[config.mk]
export PLATFORM = sky130hd
export DESIGN_NAME = ifns_enc_arbiter_flat
export DESIGN_NICKNAME = d
export VERILOG_FILES = /design/src/rtl/ifns_enc_arbiter_if.sv /design/src/rtl/ifns_enc_arbiter.sv /design/src/flat_wrapper.sv
export SDC_FILE = /design/constraint.sdc
export NUM_CORES = 1
export LEC_CHECK = 0
export BUFFER_PORTS_ARGS = -buffer_cell sky130_fd_sc_hd__buf_2
export CAP_MARGIN = 20
export CORE_MARGIN = 1.5
export CORE_UTILIZATION = 38
export CTS_CLUSTER_DIAMETER = 40
export DETAILED_ROUTE_END_ITERATION = 10
export PLACE_DENSITY_LB_ADDON = 0.2
export SLEW_MARGIN = 30
export SYNTH_ARGS = -nofsm -noshare
export SYNTH_HDL_FRONTEND = slang
export SYNTH_SLANG_ARGS = --single-unit
[constraint.sdc]
create_clock -name clock -period 47.3 [get_ports clock]
set_input_delay 2.365 -clock clock [delete_from_list [all_inputs] [get_ports clock]]
set_output_delay 2.365 -clock clock [all_outputs]
set_load 0.02 [all_outputs]
[src/rtl/ifns_enc_arbiter_if.sv]
// Request/codeword bus between the word sources, the shared IFNS encoder arbiter
// and the crosstalk-avoidance bus driver.
interface ifns_enc_arbiter_if #(
  parameter int NUM_REQ = 4,
  parameter int ID_W    = 2
);
  logic                  en;
  logic [NUM_REQ-1:0]    req_valid;
  logic [14*NUM_REQ-1:0] req_data;
  logic [NUM_REQ-1:0]    req_ready;
  logic                  code_valid;
  logic                  code_ready;
  logic [20:1]           codeout;
  logic [ID_W-1:0]       code_src;
  logic                  busy;

  modport slave (
    input  en, req_valid, req_data, code_ready,
    output req_ready, code_valid, codeout, code_src, busy
  );

  modport master (
    output en, req_valid, req_data, code_ready,
    input  req_ready, code_valid, codeout, code_src, busy
  );
endinterface

[src/rtl/ifns_enc_arbiter.sv]
// Round-robin arbiter with bounded burst locking in front of one shared
// IFNS 14b->20b encoder; registered codeword is tagged with its source index.

// Fibonacci-numeral (Zeckendorf) greedy encoder: weights 1,2,3,5,... at bits
// [1..20]; the greedy walk guarantees no two adjacent ones in the codeword.
module encoderIFNS_14di_core (
  input  logic [13:0] din,
  output logic [20:1] dout
);
  logic [14:0] rem;
  logic [14:0] w_hi;
  logic [14:0] w_lo;
  logic [14:0] w_nx;

  always_comb begin
    dout = '0;
    rem  = {1'b0, din};
    w_hi = 15'd10946;
    w_lo = 15'd6765;
    w_nx = '0;
    for (int k = 20; k >= 1; k--) begin
      if (rem >= w_hi) begin
        dout[5'(k)] = 1'b1;
        rem         = rem - w_hi;
      end
      w_nx = w_hi - w_lo;
      w_hi = w_lo;
      w_lo = w_nx;
    end
  end
endmodule

// state   | meaning
// S_IDLE  | round-robin search from rr_ptr for the next requester
// S_BURST | owner locked; only the owner may transfer until release
module ifns_enc_arbiter #(
  parameter int NUM_REQ   = 4,
  parameter int ID_W      = 2,
  parameter int MAX_BURST = 4
) (
  input logic               clock,
  input logic               rst_n,
  ifns_enc_arbiter_if.slave bus
);
  typedef enum logic {S_IDLE, S_BURST} state_t;

  state_t          state_q, state_d;
  logic [ID_W-1:0] rr_ptr_q, rr_ptr_d;
  logic [ID_W-1:0] owner_q, owner_d;
  logic [3:0]      burst_cnt_q, burst_cnt_d;
  logic            code_valid_q, code_valid_d;
  logic [20:1]     codeout_q, codeout_d;
  logic [ID_W-1:0] code_src_q, code_src_d;

  logic            slot_free;
  logic            grant_ok;
  logic            found;
  logic [ID_W-1:0] pick;
  logic [ID_W-1:0] cand_id;
  int              cand;
  logic            gnt_en;
  logic [ID_W-1:0] gnt_id;
  logic [13:0]     core_in;
  logic [20:1]     core_out;

  function automatic logic [ID_W-1:0] ptr_inc(input logic [ID_W-1:0] p);
    return (p == ID_W'(NUM_REQ-1)) ? '0 : p + 1'b1;
  endfunction

  assign slot_free = !code_valid_q || bus.code_ready;
  assign grant_ok  = slot_free && bus.en;

  always_comb begin
    found   = 1'b0;
    pick    = '0;
    cand    = 0;
    cand_id = '0;
    for (int k = 0; k < NUM_REQ; k++) begin
      cand = int'(rr_ptr_q) + k;
      if (cand >= NUM_REQ) cand = cand - NUM_REQ;
      cand_id = ID_W'(cand);
      if (!found && bus.req_valid[cand_id]) begin
        found = 1'b1;
        pick  = cand_id;
      end
    end
  end

  always_comb begin
    state_d     = state_q;
    rr_ptr_d    = rr_ptr_q;
    owner_d     = owner_q;
    burst_cnt_d = burst_cnt_q;
    gnt_en      = 1'b0;
    gnt_id      = '0;
    case (state_q)
      S_IDLE: begin
        if (grant_ok && found) begin
          gnt_en = 1'b1;
          gnt_id = pick;
          if (MAX_BURST > 1) begin
            state_d     = S_BURST;
            owner_d     = pick;
            burst_cnt_d = 4'd1;
          end else begin
            rr_ptr_d = ptr_inc(pick);
          end
        end
      end
      S_BURST: begin
        // en low releases the lock even while the output slot is stalled
        if (!bus.en) begin
          state_d     = S_IDLE;
          rr_ptr_d    = ptr_inc(owner_q);
          burst_cnt_d = '0;
        end else if (slot_free) begin
          if (bus.req_valid[owner_q]) begin
            gnt_en      = 1'b1;
            gnt_id      = owner_q;
            burst_cnt_d = burst_cnt_q + 4'd1;
            if (burst_cnt_q + 4'd1 == 4'(MAX_BURST)) begin
              state_d     = S_IDLE;
              rr_ptr_d    = ptr_inc(owner_q);
              burst_cnt_d = '0;
            end
          end else begin
            state_d     = S_IDLE;
            rr_ptr_d    = ptr_inc(owner_q);
            burst_cnt_d = '0;
          end
        end
      end
      default: state_d = S_IDLE;
    endcase
  end

  always_comb begin
    core_in = '0;
    for (int i = 0; i < NUM_REQ; i++) begin
      if (gnt_id == ID_W'(i)) core_in = bus.req_data[14*i +: 14];
    end
  end

  encoderIFNS_14di_core u_core (
    .din  (core_in),
    .dout (core_out)
  );

  always_comb begin
    code_valid_d = code_valid_q;
    codeout_d    = codeout_q;
    code_src_d   = code_src_q;
    if (gnt_en) begin
      code_valid_d = 1'b1;
      codeout_d    = core_out;
      code_src_d   = gnt_id;
    end else if (bus.code_ready) begin
      code_valid_d = 1'b0;
    end
  end

  always_comb begin
    bus.req_ready = '0;
    for (int i = 0; i < NUM_REQ; i++) begin
      bus.req_ready[i] = rst_n && gnt_en && (gnt_id == ID_W'(i));
    end
  end

  always_ff @(posedge clock or negedge rst_n) begin
    if (!rst_n) begin
      state_q      <= S_IDLE;
      rr_ptr_q     <= '0;
      owner_q      <= '0;
      burst_cnt_q  <= '0;
      code_valid_q <= 1'b0;
      codeout_q    <= '0;
      code_src_q   <= '0;
    end else begin
      state_q      <= state_d;
      rr_ptr_q     <= rr_ptr_d;
      owner_q      <= owner_d;
      burst_cnt_q  <= burst_cnt_d;
      code_valid_q <= code_valid_d;
      codeout_q    <= codeout_d;
      code_src_q   <= code_src_d;
    end
  end

  assign bus.code_valid = code_valid_q;
  assign bus.codeout    = codeout_q;
  assign bus.code_src   = code_src_q;
  assign bus.busy       = (state_q == S_BURST) || code_valid_q;
endmodule

[src/flat_wrapper.sv]
// flat-port wrapper written by rule: the top's interface ports become plain ports
module ifns_enc_arbiter_flat 
#(
  parameter int NUM_REQ   = 4,
  parameter int ID_W      = 2,
  parameter int MAX_BURST = 4
)
  (clock, rst_n, bus_en, bus_req_valid, bus_req_data, bus_code_ready, bus_req_ready, bus_code_valid, bus_codeout, bus_code_src, bus_busy);
  ifns_enc_arbiter_if #(.NUM_REQ(NUM_REQ), .ID_W(ID_W)) bus_i ();
  input logic clock;
  input logic rst_n;
  input wire logic [$bits(bus_i.en)-1:0] bus_en;
  input wire logic [$bits(bus_i.req_valid)-1:0] bus_req_valid;
  input wire logic [$bits(bus_i.req_data)-1:0] bus_req_data;
  input wire logic [$bits(bus_i.code_ready)-1:0] bus_code_ready;
  output wire logic [$bits(bus_i.req_ready)-1:0] bus_req_ready;
  output wire logic [$bits(bus_i.code_valid)-1:0] bus_code_valid;
  output wire logic [$bits(bus_i.codeout)-1:0] bus_codeout;
  output wire logic [$bits(bus_i.code_src)-1:0] bus_code_src;
  output wire logic [$bits(bus_i.busy)-1:0] bus_busy;
  assign bus_i.en = bus_en;
  assign bus_i.req_valid = bus_req_valid;
  assign bus_i.req_data = bus_req_data;
  assign bus_i.code_ready = bus_code_ready;
  assign bus_req_ready = bus_i.req_ready;
  assign bus_code_valid = bus_i.code_valid;
  assign bus_codeout = bus_i.codeout;
  assign bus_code_src = bus_i.code_src;
  assign bus_busy = bus_i.busy;
  ifns_enc_arbiter #(.NUM_REQ(NUM_REQ), .ID_W(ID_W), .MAX_BURST(MAX_BURST)) u_core (.clock(clock), .rst_n(rst_n), .bus(bus_i));
endmodule
Yosys cells after proc, flatten, opt, wreduce, memory -nomap -nowiden
Cells that the tools add are included.
{"block": "totals", "out_inout_bits": 28, "register_bits": 27}
{"block": "classes", "reduce_logical": 21, "n_bitwise": 1, "n_mux": 89, "magnitude_cmp": 29, "eq_ne": 8, "n_addsub": 28}
{"operator": "two-way mux 15 bit", "n": 19}
{"operator": "two-way mux 14 bit", "n": 4}
{"operator": "two-way mux 2 bit", "n": 18}
{"operator": "two-way mux 1 bit", "n": 34}
{"operator": ">= comparator 15 x 10 -> 1 bit, second input constant", "n": 2}
{"operator": ">= comparator 15 x 13 -> 1 bit, second input constant", "n": 2}
{"operator": ">= comparator 15 x 2 -> 1 bit, second input constant", "n": 2}
{"operator": ">= comparator 15 x 4 -> 1 bit, second input constant", "n": 2}
{"operator": ">= comparator 15 x 6 -> 1 bit, second input constant", "n": 2}
{"operator": ">= comparator 15 x 8 -> 1 bit, second input constant", "n": 2}
{"operator": "subtractor 15 x 10 -> 15 bit, second input constant", "n": 2}
{"operator": "subtractor 15 x 13 -> 15 bit, second input constant", "n": 2}
{"operator": "subtractor 15 x 2 -> 15 bit, second input constant", "n": 2}
{"operator": "subtractor 15 x 4 -> 15 bit, second input constant", "n": 2}
{"operator": "subtractor 15 x 6 -> 15 bit, second input constant", "n": 2}
{"operator": "subtractor 15 x 8 -> 15 bit, second input constant", "n": 2}
{"operator": "two-way mux 4 bit", "n": 5}
{"operator": ">= comparator 15 x 1 -> 1 bit, second input constant", "n": 1}
{"operator": ">= comparator 15 x 11 -> 1 bit, second input constant", "n": 1}
{"operator": ">= comparator 15 x 12 -> 1 bit, second input constant", "n": 1}
{"operator": ">= comparator 15 x 3 -> 1 bit, second input constant", "n": 1}
{"operator": ">= comparator 15 x 5 -> 1 bit, second input constant", "n": 1}
{"operator": ">= comparator 15 x 7 -> 1 bit, second input constant", "n": 1}
{"operator": ">= comparator 15 x 9 -> 1 bit, second input constant", "n": 1}
{"operator": "34 further kinds", "n": 65}

Depth between registers and ports, before layout
Gate-level depths: netlist (run 1).
{"block": "depth", "depth_word": 62, "depth_mapped": 130, "depth_no_buf": 115}

Cells and area by module
Synthesis (run 1) repeated with hierarchy kept, for this count alone.
{"block": "unflattened", "hier_cells": 1983, "hier_area_um2": 14431.3}
{"mod": "encoderIFNS_14di_core", "seq_area_each_um2": 0.0, "cells_per_inst": 1804, "area_per_inst_um2": 12343.1, "n_inst": 1}
{"mod": "ifns_enc_arbiter", "seq_area_each_um2": 800.8, "cells_per_inst": 179, "area_per_inst_um2": 2088.3, "n_inst": 1}

Worst setup path before layout (run 1)
Ideal clock, no wire load.
{"block": "synth_path", "path_type": "input to register", "from": "input bus_req_valid[0]", "to": "register u_core.codeout_q (netlist bit u_core.bus.codeout[1])", "path_buffers": 12, "arrival_time_ns": 28.004, "path_stages": 118, "setup_time_ns": 0.139, "slack_ns": 19.157, "path_cell_list": "or4_4 > o211ai_2 > o31a_1 > buf_4 > buf_2 > o21ai_0 > and3_1 > or2_2 > ha_1 > nand2b_1 > nor4b_1 > a2111oi_0 > or4_1 > o22ai_1 > o211ai_2 > a21oi_4 > a211oi_4 > nor2_4 > (+82 left out) > buf_2 > and3_1 > buf_4 > xnor2_1 > inv_1 > ha_1 > nand2_1 > nor3b_1 > and2_1 > buf_4 > o21ai_1 > inv_1 > ha_1 > o211ai_1 > or3_1 > or4_1 > a21oi_1 > a41oi_1"}
{"block": "synth_between", "elab_chain_cells": 60}
{"element": "start: declaration", "line_no": "flat_wrapper.sv:13", "text": "input wire logic [$bits(bus_i.req_valid)-1:0] bus_req_valid;"}
{"element": "binary-select mux 1 bit (select 2 bit)", "line_no": "ifns_enc_arbiter.sv:82", "text": "if (!found && bus.req_valid[cand_id]) begin"}
{"element": "two-way mux 1 bit (implied by the code)", "line_no": "ifns_enc_arbiter.sv:82"}
{"element": "two-way mux 1 bit", "line_no": "ifns_enc_arbiter.sv:82"}
{"element": "logical NOT 1 bit", "line_no": "ifns_enc_arbiter.sv:82"}
{"element": "logical AND 1 bit", "line_no": "ifns_enc_arbiter.sv:82"}
{"element": "two-way mux 1 bit", "line_no": "ifns_enc_arbiter.sv:82"}
{"element": "logical NOT 1 bit", "line_no": "ifns_enc_arbiter.sv:82"}
{"element": "logical AND 1 bit", "line_no": "ifns_enc_arbiter.sv:82"}
{"element": "(+44 left out)"}
{"element": "subtractor 15 x 3 -> 15 bit / >= comparator 15 x 3 -> 1 bit (equally long branches)", "line_no": "ifns_enc_arbiter.sv:24, ifns_enc_arbiter.sv:22"}
{"element": "two-way mux 15 bit", "line_no": "ifns_enc_arbiter.sv:22", "text": "if (rem >= w_hi) begin"}
{"element": "subtractor 15 x 2 -> 15 bit / >= comparator 15 x 2 -> 1 bit (equally long branches)", "line_no": "ifns_enc_arbiter.sv:24, ifns_enc_arbiter.sv:22"}
{"element": "two-way mux 15 bit", "line_no": "ifns_enc_arbiter.sv:22"}
{"element": "subtractor 15 x 2 -> 15 bit / >= comparator 15 x 2 -> 1 bit (equally long branches)", "line_no": "ifns_enc_arbiter.sv:24, ifns_enc_arbiter.sv:22"}
{"element": "two-way mux 15 bit", "line_no": "ifns_enc_arbiter.sv:22"}
{"element": ">= comparator 15 x 1 -> 1 bit", "line_no": "ifns_enc_arbiter.sv:22"}
{"element": "two-way mux 1 bit", "line_no": "ifns_enc_arbiter.sv:22"}
{"element": "end signal: assignment", "line_no": "ifns_enc_arbiter.sv:184", "text": "codeout_q <= codeout_d;"}
{"element": "end: declaration", "line_no": "ifns_enc_arbiter.sv:52", "text": "logic [20:1] codeout_q, codeout_d;"}
Several ways; a longest one is shown, not always the timed one. The select of a mux whose other input is x is not followed.
A chain may end at the register's enable or synchronous reset.

Worst setup path in the final report (run 1)
Ends and elaborated chain as after synthesis.

==> results_tabular.tex, run 1 <==
\begin{tabular}{lr}
\hline
Metric & Value \\
\hline
\multicolumn{2}{l}{\textbf{Global routing}} \\
\quad Overflow left after global routing & 0 \\
\quad Global-route wire length before repair & 87,500 um \\
\quad Overall fraction of global-route tracks in use & 26.9\% \\
\quad Number of antenna violations at the first check in global routing & 3 \\
\quad Vias in the first global route & 15.9k \\
\quad Pin count of the biggest net entering global routing & 29 \\
\multicolumn{2}{l}{\textbf{Detailed routing}} \\
\quad DRT Wirelength & 55,700 um \\
\quad Post-route DRC violation count & 0 \\
\quad Vias/cell & 6.76 \\
\quad Number of search-and-repair iterations in the first detailed-routing pass & 6 \\
\quad Total via count after detailed routing & 17.6k \\
\quad Post-route ant nets & 0 \\
\quad Detailed-route wire length per cell & around 21 um \\
\quad DRC violation total after the first TritonRoute iteration & around 1.7k \\
\multicolumn{2}{l}{\textbf{Final layout}} \\
\quad Final-stage net count & 2,183 \\
\quad Layout cells sized above 1 & 14.5\% \\
\quad Layout fillers & 4,016 \\
\quad Layout overhead on the synthesized area & 5.70\% \\
\multicolumn{2}{l}{\textbf{Timing}} \\
\quad Number of failing setup endpoints in the final timing report & 0 \\
\quad Final hold vios & 0 \\
\quad Setup total negative slack & 0 ns \\
\quad Slew margin rel. & 36.5\% \\
\quad Final-report max-slew violation count & 0 \\
\quad Transition time at the pin with the least slew margin & between 0.9 and 1 ns \\
\quad Minimum period implied by the final worst setup slack & between 30 and 40 ns \\
\quad Max Clock Skew & 0.00590 ns \\
\quad Max frequency & 28.0 MHz \\
\quad Share of the cycle needed by the critical path after routing & 75.6\% \\
\quad Setup repair after global routing missed its margin & false \\
\multicolumn{2}{l}{\textbf{Clock tree}} \\
\quad Number of resized instances in the post-cts repair step & 0 \\
\quad Post-CTS setup buffers & 0 \\
\quad Number of buffers created by CTS & 3 \\
\quad Clock Sink Count & 27 \\
\quad Clock transition time at the flip-flop clock pins of the worst setup and hold paths & 0.09 ns \\
\quad Number of buffers between clock root and the deepest sink & 2 \\
\quad Clk\_lat worst skew & 0.29 ns \\
\quad TritonCTS clock tree & done \\
\quad H-tree depth & 1 \\
\quad Count of hold-fix buffers inserted at cts & 0 \\
\quad CTS Root Cell & sky130\_fd\_sc\_hd\_\_clkbuf\_16 \\
\multicolumn{2}{l}{\textbf{Yosys}} \\
\quad Cell with the most instances after synthesis & sky130\_fd\_sc\_hd\_\_nand2\_1 \\
\quad Top flip-flop cell by instance count after synthesis & sky130\_fd\_sc\_hd\_\_dfrtp\_1 \\
\quad Number of instances in the synthesized netlist & 2,074 \\
\quad Synth warn & 0 \\
\quad Syn\_area\_per\_cell & around 7.1 sq um \\
\quad Share of flip-flops with an asynchronous set or reset after synthesis & 100\% \\
\quad Seq/Total Area, Yosys & under 10\% \\
\quad Dominant cells by area after synthesis & sky130\_fd\_sc\_hd\_\_xnor2\_1 (4.9\%), sky130\_fd\_sc\_hd\_\_nand2\_1 (4.7\%), sky130\_fd\_sc\_hd\_\_nor2\_1 (4.7\%) \\
\quad Post-synthesis cell area & 0.0148 sq mm \\
\quad Number of unique standard cell types used by synthesis & between 100 and 150 \\
\quad Number of synthesized flops with an enable pin & 0 \\
\quad Library cell with the largest summed area after synthesis & sky130\_fd\_sc\_hd\_\_xnor2\_1 \\
\quad Post-synth top area share & 4.93\% \\
\quad Synth Register Bits & 27 \\
\quad Ranking of synthesized cells by instance count & sky130\_fd\_sc\_hd\_\_nand2\_1 (186), sky130\_fd\_sc\_hd\_\_nor2\_1 (184), sky130\_fd\_sc\_hd\_\_a21oi\_1 (118) \\
\multicolumn{2}{l}{\textbf{Die}} \\
\quad I/O pin count & 92 \\
\quad Die boundary height & 200 um \\
\quad Die width & 200 um \\
\quad Row count & between 70 and 80 \\
\quad Area of the core & 0.0379 sq mm \\
\quad Area of the die & 0.0400 sq mm \\
\quad Initial standard-cell utilization of the core & roughly 39\% \\
\multicolumn{2}{l}{\textbf{Setup path}} \\
\quad Crit-path max FO & 20 \\
\quad Worst EP required & between 40 and 50 ns \\
\quad Critical Path Start Type & input port \\
\quad Most used cell, CP & sky130\_fd\_sc\_hd\_\_ha\_1 \\
\quad Cell with the largest stage delay on the worst path & sky130\_fd\_sc\_hd\_\_a2111oi\_1 \\
\quad Kind of capture point of the worst setup path & flip-flop \\
\quad CP peak stage delay & 0.92 ns \\
\quad Reg2reg setup slack & roughly 13 ns \\
\quad Arrival time at the worst endpoint & 35.92 ns \\
\quad Category of the critical setup timing path & input port to flip-flop \\
\multicolumn{2}{l}{\textbf{Run status}} \\
\quad Run status & finished, final reports clean \\
\multicolumn{2}{l}{\textbf{Hold path}} \\
\quad Hold Crit Class & flip-flop to flip-flop \\
\multicolumn{2}{l}{\textbf{Placement}} \\
\quad Routability Congestion & between 0.9 and 1 \\
\quad Detailed Place HPWL & $\sim$44,000 um \\
\quad Number of port buffers & 86 \\
\multicolumn{2}{l}{\textbf{Flow run}} \\
\quad Maximum capacitance violations & 0 \\
\hline
\end{tabular}
flip-flops by register name, indices dropped and copies added (netlist names):
name	flops
u_core.bus.codeout	15
u_core.bus.code_valid	1
u_core.rr_ptr_q	2
u_core.burst_cnt_q	4
u_core.bus.code_src	2
u_core.owner_q	2
u_core.state_q	1
routing by layer:
metal | track usage (%) | wire [um] | up-vias
li1 | - | - | 8261
met1 | 38.0 | 25200 | 8363
met2 | 42.9 | 24700 | 868
met3 | 3.16 | 4180 | 103
met4 | 7.32 | 1550 | 2
met5 | 0 | 13 | -
logic make-up (layout without fill, tap and decap cells):
logic type / after synthesis / count (layout) / share of synthesized area [%]
simple gates: 903 / 903 / 33.2
compound gates: 773 / 773 / 41.6
buf+inv: 142 / 153 / 4.61
xor+xnor: 115 / 115 / 7.57
mux: 83 / 83 / 5.92
fa+ha+maj: 30 / 30 / 2.53
flops: 27 / 27 / 4.58
other cells: 1 / 8 / 0.0254
critical path: cells and delay by family:
family	cells	cell delay [ns]
xor+xnor	7	2.01
mux	6	2.50
fa+ha+maj	10	2.57
simple gates	36	12.69
buf+inv	9	1.03
compound gates	36	12.64
path summary, 6_finish.rpt:
check,from,end,cells after the start
setup / recovery,bus_req_valid[0],u_core.bus.codeout[1],104
hold / removal,u_core.bus.codeout[14],u_core.bus.codeout[14],2
setup reg to reg,u_core.rr_ptr_q[0],u_core.bus.codeout[1],103
hold reg to reg,u_core.bus.codeout[14],u_core.bus.codeout[14],2
max in group asynchronous,rst_n,u_core.bus.codeout[11],1
min in group asynchronous,rst_n,u_core.bus.codeout[3],1
placed cells by master (no fill, tap or decap), types with 11 or more instances in the layout:
cell type,n
sky130_fd_sc_hd__a211oi_1,34
sky130_fd_sc_hd__ha_1,29
sky130_fd_sc_hd__inv_1,51
sky130_fd_sc_hd__nor3b_1,11
sky130_fd_sc_hd__and2_1,41
sky130_fd_sc_hd__and3_1,48
sky130_fd_sc_hd__o21ai_0,89
sky130_fd_sc_hd__nor3_1,74
sky130_fd_sc_hd__buf_2,86
sky130_fd_sc_hd__or2_1,11
sky130_fd_sc_hd__o2111ai_1,17
sky130_fd_sc_hd__nand2b_1,23
sky130_fd_sc_hd__a21oi_1,118
sky130_fd_sc_hd__o22ai_1,14
sky130_fd_sc_hd__a31o_2,11
sky130_fd_sc_hd__and4_1,14
sky130_fd_sc_hd__a211o_1,19
sky130_fd_sc_hd__o211ai_1,37
sky130_fd_sc_hd__nand2_1,185
sky130_fd_sc_hd__a31oi_1,50
sky130_fd_sc_hd__nor4b_1,11
sky130_fd_sc_hd__nor4_1,34
sky130_fd_sc_hd__nor2b_1,18
sky130_fd_sc_hd__mux2i_1,48
sky130_fd_sc_hd__dfrtp_1,27
sky130_fd_sc_hd__xnor2_1,82
sky130_fd_sc_hd__nand4_1,34
sky130_fd_sc_hd__nand3_1,98
sky130_fd_sc_hd__or3_1,28
sky130_fd_sc_hd__o21a_1,21
sky130_fd_sc_hd__a21o_1,26
sky130_fd_sc_hd__or2_2,15
sky130_fd_sc_hd__nor2_1,184
sky130_fd_sc_hd__o31ai_1,27
sky130_fd_sc_hd__mux2_2,28
sky130_fd_sc_hd__xor2_1,19
sky130_fd_sc_hd__o21ai_1,27
per-stage QoR:
stage	setup slack [ns]	hold WS (ns)	instance area, sq um	instances	util [%]
global route	9.13	0.558	15600	2602	41.1
global placement	13.29	0.508	15400	2595	40.7
detailed placement	11.93	0.516	15500	2596	40.8
floorplan	19.16	0.498	14800	2078	-
finish	11.55	0.526	15600	2603	41.1
CTS	12.24	0.538	15600	2600	41.0
final cells by class:
cell class / count / area (sq um) / share of cell area (%)
multi-input cells: 1909 / 13500 / 86.4
flip-flops and latches: 27 / 676 / 4.33
well taps: 511 / 639 / 4.10
repair buffers: 96 / 526 / 3.37
inverters: 53 / 199 / 1.28
clock buffers: 4 / 78.8 / 0.505
diodes: 3 / 7.51 / 0.0481
Power of run 1 is left out: the tool's default activity adds up to more than one toggle a clock period on the data nets, which glitch-free logic cannot reach.
==> run 2, diff against run 1 <==
clock period = 30.5 ns   (was 47.3 ns; I/O delays follow)
==> run 2 against run 1 <==
Against the previous run:
- cell count increased by 3.3%
- sequential cell count unchanged
- setup slack got worse by 9.8 ns
- critical path depth increased by 1
- cell area increased by 4.4%
- count of clock-buffer cells in the layout decreased by 1
==> results_tabular.tex, run 2 (synthesized netlist as in run 1, its figures left out) <==
\begin{tabular}{lr}
\hline
Metric & Value \\
\hline
\multicolumn{2}{l}{\textbf{Final layout}} \\
\quad Layout cells sized above 1 & 18.2\% \\
\quad Max FFs per register & 15 \\
\quad Leading cell type in the layout, fill and taps excluded & sky130\_fd\_sc\_hd\_\_nand2\_1 \\
\quad Final-stage net count & 2,266 \\
\quad Layout overhead on the synthesized area & 10.3\% \\
\quad Most used cells in the layout excluding fill and tap cells & sky130\_fd\_sc\_hd\_\_nand2\_1 (186), sky130\_fd\_sc\_hd\_\_nor2\_1 (182), sky130\_fd\_sc\_hd\_\_a21oi\_1 (118) \\
\quad Layout fillers & between 3k and 4k \\
\multicolumn{2}{l}{\textbf{Timing}} \\
\quad Final-report max-slew violation count & 0 \\
\quad Max frequency & 34.8 MHz \\
\quad Setup repair after global routing missed its margin & false \\
\quad Max Clock Skew & just over 0.007 ns \\
\quad Final hold vios & 0 \\
\quad Setup total negative slack & 0 ns \\
\quad Slew margin rel. & between 30\% and 40\% \\
\quad Minimum period implied by the final worst setup slack & 28.71 ns \\
\quad Min setup slack post-route & 1.79 ns \\
\quad Transition time at the pin with the least slew margin & 0.924 ns \\
\quad Number of failing setup endpoints in the final timing report & 0 \\
\quad Share of the cycle needed by the critical path after routing & 94.1\% \\
\multicolumn{2}{l}{\textbf{Die}} \\
\quad Initial standard-cell utilization of the core & 38.9\% \\
\quad Row count & 71 \\
\quad Die boundary height & 200 um \\
\quad Die width & 200 um \\
\quad Area of the core & $\sim$0.038 sq mm \\
\quad I/O pin count & 92 \\
\quad Area of the die & $\sim$0.04 sq mm \\
\multicolumn{2}{l}{\textbf{Clock tree}} \\
\quad Number of buffers created by CTS & 3 \\
\quad Count of hold-fix buffers inserted at cts & 0 \\
\quad Number of buffers between clock root and the deepest sink & 2 \\
\quad Clk\_lat worst skew & roughly 0.30 ns \\
\quad Clock Sink Count & 27 \\
\quad TritonCTS clock tree & done \\
\quad Clock transition time at the flip-flop clock pins of the worst setup and hold paths & 0.10 ns \\
\quad H-tree depth & 1 \\
\quad CTS Root Cell & sky130\_fd\_sc\_hd\_\_clkbuf\_16 \\
\multicolumn{2}{l}{\textbf{Placement}} \\
\quad Worst slack at placement & around 0.24 ns \\
\quad Number of port buffers & 86 \\
\quad Detailed Place HPWL & between 40,000 and 50,000 um \\
\quad Routability Congestion & between 1 and 1.5 \\
\multicolumn{2}{l}{\textbf{Global routing}} \\
\quad Overflow left after global routing & 0 \\
\quad Number of antenna violations at the first check in global routing & 4 \\
\quad Vias in the first global route & 16.5k \\
\quad Overall fraction of global-route tracks in use & 28.5\% \\
\quad Pin count of the biggest net entering global routing & 33 \\
\quad Global-route wire length before repair & 92,100 um \\
\multicolumn{2}{l}{\textbf{Detailed routing}} \\
\quad Post-route DRC violation count & 0 \\
\quad Top metal layer carrying routed signals & met4 \\
\quad DRT Wirelength & 58,600 um \\
\quad Routed length on met1 & approximately 27,000 um \\
\quad Number of search-and-repair iterations in the first detailed-routing pass & 6 \\
\quad Detailed-route wire length per cell & 21.8 um \\
\quad DRC violation total after the first TritonRoute iteration & 1,641 \\
\quad Vias/cell & 6.66 \\
\quad Post-route ant nets & 0 \\
\quad Routed wl met3 & about 3700 um \\
\quad Total via count after detailed routing & 17.9k \\
\quad Metal2 WL & roughly 26,000 um \\
\multicolumn{2}{l}{\textbf{Hold path}} \\
\quad Hold Crit Class & flip-flop to flip-flop \\
\multicolumn{2}{l}{\textbf{Setup path}} \\
\quad Critical Path Start Type & input port \\
\quad Most used cell, CP & sky130\_fd\_sc\_hd\_\_ha\_1 \\
\quad Arrival time at the worst endpoint & $\sim$29 ns \\
\quad CP peak stage delay & 0.65 ns \\
\quad Kind of capture point of the worst setup path & flip-flop \\
\quad Cell with the largest stage delay on the worst path & sky130\_fd\_sc\_hd\_\_a2111oi\_4 \\
\quad Crit-path max FO & 14 \\
\quad Worst EP required & roughly 31 ns \\
\quad Category of the critical setup timing path & input port to flip-flop \\
\multicolumn{2}{l}{\textbf{Flow run}} \\
\quad Maximum capacitance violations & 0 \\
\multicolumn{2}{l}{\textbf{Run status}} \\
\quad Run status & finished, final reports clean \\
\hline
\end{tabular}
## run 2: cell types whose count changed in the layout (fill, tap and decap cells not counted), sizes merged
cell    previous run  this run
buf               96       179
clkbuf             4         3
diode              3         5
inv               53        54
## run 2: routing by layer
metal | up-vias | global-route usage (%)
li1 | 8421 | -
met1 | 8602 | 40.4
met2 | 774 | 46.1
met3 | 108 | 2.25
met4 | 0 | 8.24
met5 | - | 0
## run 2: repair_timing
item / CTS / global route
setup buffers: 0 / 17
endpoints found under the setup margin: 0 / 3
resized for setup: 0 / 18
## run 2: final cells by class
type                       instances  area (sq um)  area share (%)
multi-input combinational       1909         13500            83.2
timing repair buffer             179          1130            6.93
sequential                        27           676            4.15
tap                              511           639            3.93
inverter                          53           199            1.22
clock buffer                       3          75.1           0.461
antenna                            5          12.5          0.0769
clock inverter                     1          8.76          0.0538
## run 2: stage by stage
step           area (sq um)  cells  utilization, %  hold WS, ns
2_1_floorplan         14800   2078               -        0.498
3_3_place_gp          15900   2662            42.0        0.507
3_5_place_dp          15900   2662            42.0        0.517
5_1_grt               16300   2687            42.9        0.569
6_report              16300   2688            42.9        0.525
4_1_cts               16000   2666            42.3        0.538
## run 2: path summary, 6_finish.rpt
path	from	endpoint	slack, ns	cells past startpoint
min	u_core.bus.codeout[15]	u_core.bus.codeout[15]	0.53	2
max	bus_req_valid[0]	u_core.bus.codeout[1]	1.79	105
min reg2reg	u_core.bus.codeout[15]	u_core.bus.codeout[15]	0.53	2
max in group asynchronous	rst_n	u_core.bus.codeout[11]	28.90	2
min in group asynchronous	rst_n	u_core.bus.codeout[5]	1.23	2
max reg2reg	u_core.rr_ptr_q[0]	u_core.bus.codeout[1]	2.77	104
## run 2: critical path: cells and delay by family
kind | cells | cell delay (ns)
buffers and inverters | 10 | 1.27
muxes | 5 | 1.78
and+or+nand+nor | 34 | 8.61
adders and majority gates | 11 | 2.85
xor gates and xnor gates | 5 | 1.26
AOI/OAI and AO/OA | 40 | 11.54
Power of run 2 is left out for the same reason.
==> run 3, diff against run 2 <==
CORE_ASPECT_RATIO = 1.1   (was unset)
clock period = 24.1 ns   (was 30.5 ns; I/O delays follow)
==> run 3 against run 2 <==
Against the previous run:
- die area is essentially flat
- critical path type unchanged
- non-clock buffer count grew 279
- via count grew 5.4%
- first-iteration DRC count shrank 0.67%
- core utilization grew 8.8 points
- clock skew shrank 0.0039 ns
- count of clock-buffer cells in the layout is the same
- critical endpoint unchanged
- setup slack lost 1.2 ns
- critical path depth shrank 1
==> results_tabular.tex, run 3 (synthesized netlist as in run 1, its figures left out) <==
\begin{tabular}{lr}
\hline
Metric & Value \\
\hline
\multicolumn{2}{l}{\textbf{Run status}} \\
\quad Run status & finished, final reports clean \\
\multicolumn{2}{l}{\textbf{Setup path}} \\
\quad Category of the critical setup timing path & input port to flip-flop \\
\quad CP peak stage delay & 0.58 ns \\
\quad Worst setup path startpoint & bus\_req\_valid[1] \\
\quad Most used cell, CP & sky130\_fd\_sc\_hd\_\_buf\_4 \\
\quad Crit-path max FO & 7 \\
\quad Reg2reg setup slack & approximately 1.2 ns \\
\quad Kind of capture point of the worst setup path & flip-flop \\
\quad Worst EP required & 24.25 ns \\
\quad Arrival time at the worst endpoint & 23.70 ns \\
\quad Critical Path Start Type & input port \\
\quad RR Startpoint & u\_core.rr\_ptr\_q[1] \\
\quad Cell with the largest stage delay on the worst path & sky130\_fd\_sc\_hd\_\_or4\_4 \\
\quad Number of cells on the worst reg-to-reg path & 103 \\
\quad Worst reg2reg path endpoint & u\_core.bus.codeout[1] \\
\multicolumn{2}{l}{\textbf{Hold path}} \\
\quad Startpoint of the most critical hold path & u\_core.bus.codeout[3] \\
\quad Worst min-delay path endpoint & u\_core.bus.codeout[3] \\
\quad Hold Crit Class & flip-flop to flip-flop \\
\quad Hold Path Cell Cnt & 2 \\
\multicolumn{2}{l}{\textbf{Placement}} \\
\quad Routability Congestion & 0.984 \\
\quad Cell Area, Placed & 0.0181 sq mm \\
\quad Worst slack at placement & -0.848 ns \\
\quad Number of port buffers & 86 \\
\quad Detailed Place HPWL & slightly below 50,000 um \\
\multicolumn{2}{l}{\textbf{Clock tree}} \\
\quad TritonCTS clock tree & done \\
\quad Clock Sink Count & 27 \\
\quad CTS Root Cell & sky130\_fd\_sc\_hd\_\_clkbuf\_16 \\
\quad Clk\_lat worst skew & 0.28 ns \\
\quad Number of buffers between clock root and the deepest sink & 2 \\
\quad Number of buffers created by CTS & 3 \\
\quad H-tree depth & 1 \\
\quad Clock transition time at the flip-flop clock pins of the worst setup and hold paths & $\sim$0.090 ns \\
\multicolumn{2}{l}{\textbf{Detailed routing}} \\
\quad DRC violation total after the first TritonRoute iteration & 1,630 \\
\quad Total via count after detailed routing & around 19k \\
\quad DRT Wirelength & 61,500 um \\
\quad Vias/cell & 6.39 \\
\quad Post-route DRC violation count & 0 \\
\quad Number of search-and-repair iterations in the first detailed-routing pass & 6 \\
\quad Detailed-route wire length per cell & 20.8 um \\
\quad Post-route ant nets & 0 \\
\multicolumn{2}{l}{\textbf{Die}} \\
\quad I/O pin count & 92 \\
\quad Die boundary height & 210 um \\
\quad Die width & $\sim$190 um \\
\quad Initial standard-cell utilization of the core & between 30\% and 40\% \\
\quad Row count & 75 \\
\quad Area of the core & 0.0382 sq mm \\
\quad Area of the die & between 0.04 and 0.05 sq mm \\
\multicolumn{2}{l}{\textbf{Final layout}} \\
\quad Leading cell type in the layout, fill and taps excluded & sky130\_fd\_sc\_hd\_\_buf\_4 \\
\quad Layout cells sized above 1 & a little over a third \\
\quad Final-stage net count & 2,546 \\
\quad Flip-flop and latch area & approximately 680 sq um \\
\quad Layout fillers & 3,712 \\
\quad Most used cells in the layout excluding fill and tap cells & sky130\_fd\_sc\_hd\_\_buf\_4 (366), sky130\_fd\_sc\_hd\_\_nand2\_1 (176), sky130\_fd\_sc\_hd\_\_nor2\_1 (176) \\
\quad Post-route cell area & 0.0197 sq mm \\
\quad Diodes inserted & 0 \\
\quad Layout overhead on the synthesized area & 33.8\% \\
\quad Multi-input gate area & 0.0149 sq mm \\
\quad Max FFs per register & 15 \\
\multicolumn{2}{l}{\textbf{Global routing}} \\
\quad Global-route wire length before repair & 95,600 um \\
\quad Pin count of the biggest net entering global routing & 33 \\
\quad Vias in the first global route & 17.6k \\
\quad Overflow left after global routing & 0 \\
\quad Overall fraction of global-route tracks in use & a little under 30\% \\
\quad Number of antenna violations at the first check in global routing & 0 \\
\multicolumn{2}{l}{\textbf{Timing}} \\
\quad Final-report max-slew violation count & 0 \\
\quad Transition time at the pin with the least slew margin & just under 0.8 ns \\
\quad Number of failing setup endpoints in the final timing report & 0 \\
\quad Final hold vios & 0 \\
\quad Min setup slack post-route & 0.553 ns \\
\quad Setup total negative slack & 0 ns \\
\quad Max frequency & 42.5 MHz \\
\quad Minimum period implied by the final worst setup slack & 23.55 ns \\
\quad Max Clock Skew & 0.00333 ns \\
\quad Hold slack final & 0.540 ns \\
\quad Share of the cycle needed by the critical path after routing & 97.7\% \\
\quad Slew margin rel. & 48.0\% \\
\multicolumn{2}{l}{\textbf{Flow run}} \\
\quad Maximum capacitance violations & 0 \\
\hline
\end{tabular}
[run 3: worst max path at each step]
stage and endpoint:
2_1_floorplan u_core.bus.codeout[1], 3_3_place_gp u_core.bus.codeout[1], 3_5_place_dp u_core.bus.codeout[1], 4_1_cts u_core.bus.codeout[1], 5_1_grt u_core.bus.codeout[1], 6_report u_core.bus.codeout[1]
[run 3: final cells by class]
class	count	share of cell area (%)
Multi-Input combinational cell	1910	75.5
Tap cell	500	3.17
Clock buffer	3	0.380
Timing Repair Buffer	458	16.5
Inverter	53	1.03
Clock inverter	1	0.0380
Sequential cell	27	3.42
[run 3: repair_timing]
item / CTS / global route
gates cloned: 0 / 1
hold buffers: 0 / 0
setup endpoints to repair: 2 / 3
buffers inserted: 3 / 77
pin swaps: 5 / 92
gates resized for setup: 19 / 174
[run 3: metrics by stage]
step | utilization, % | std cells
after detailed placement | 47.4 | 2867
after global placement | 47.4 | 2867
after global routing | 51.7 | 2952
final | 51.7 | 2952
after CTS | 47.9 | 2874
after floorplan | - | 2078
[run 3: routing by layer]
| layer | GRT usage [%] | part of all wire (%) | routed length [um] |
|---|---|---|---|
| met3 | 1.99 | 5.0 | 3090 |
| met2 | 49.7 | 48 | 29400 |
| met4 | 7.60 | 2.7 | 1650 |
| met1 | 39.0 | 44 | 27400 |
| met5 | 0 | 0 | 0 |
[run 3: critical path: cells and delay by family]
kind | cells | cell delay, ns
AO/OA/AOI/OAI | 41 | 8.51
buffers and inverters | 15 | 2.03
XOR/XNOR | 4 | 0.79
multiplexers | 5 | 1.38
AND/OR/NAND/NOR | 30 | 8.00
adder cells (fa/ha/maj) | 9 | 1.74
Power of run 3 is left out for the same reason.
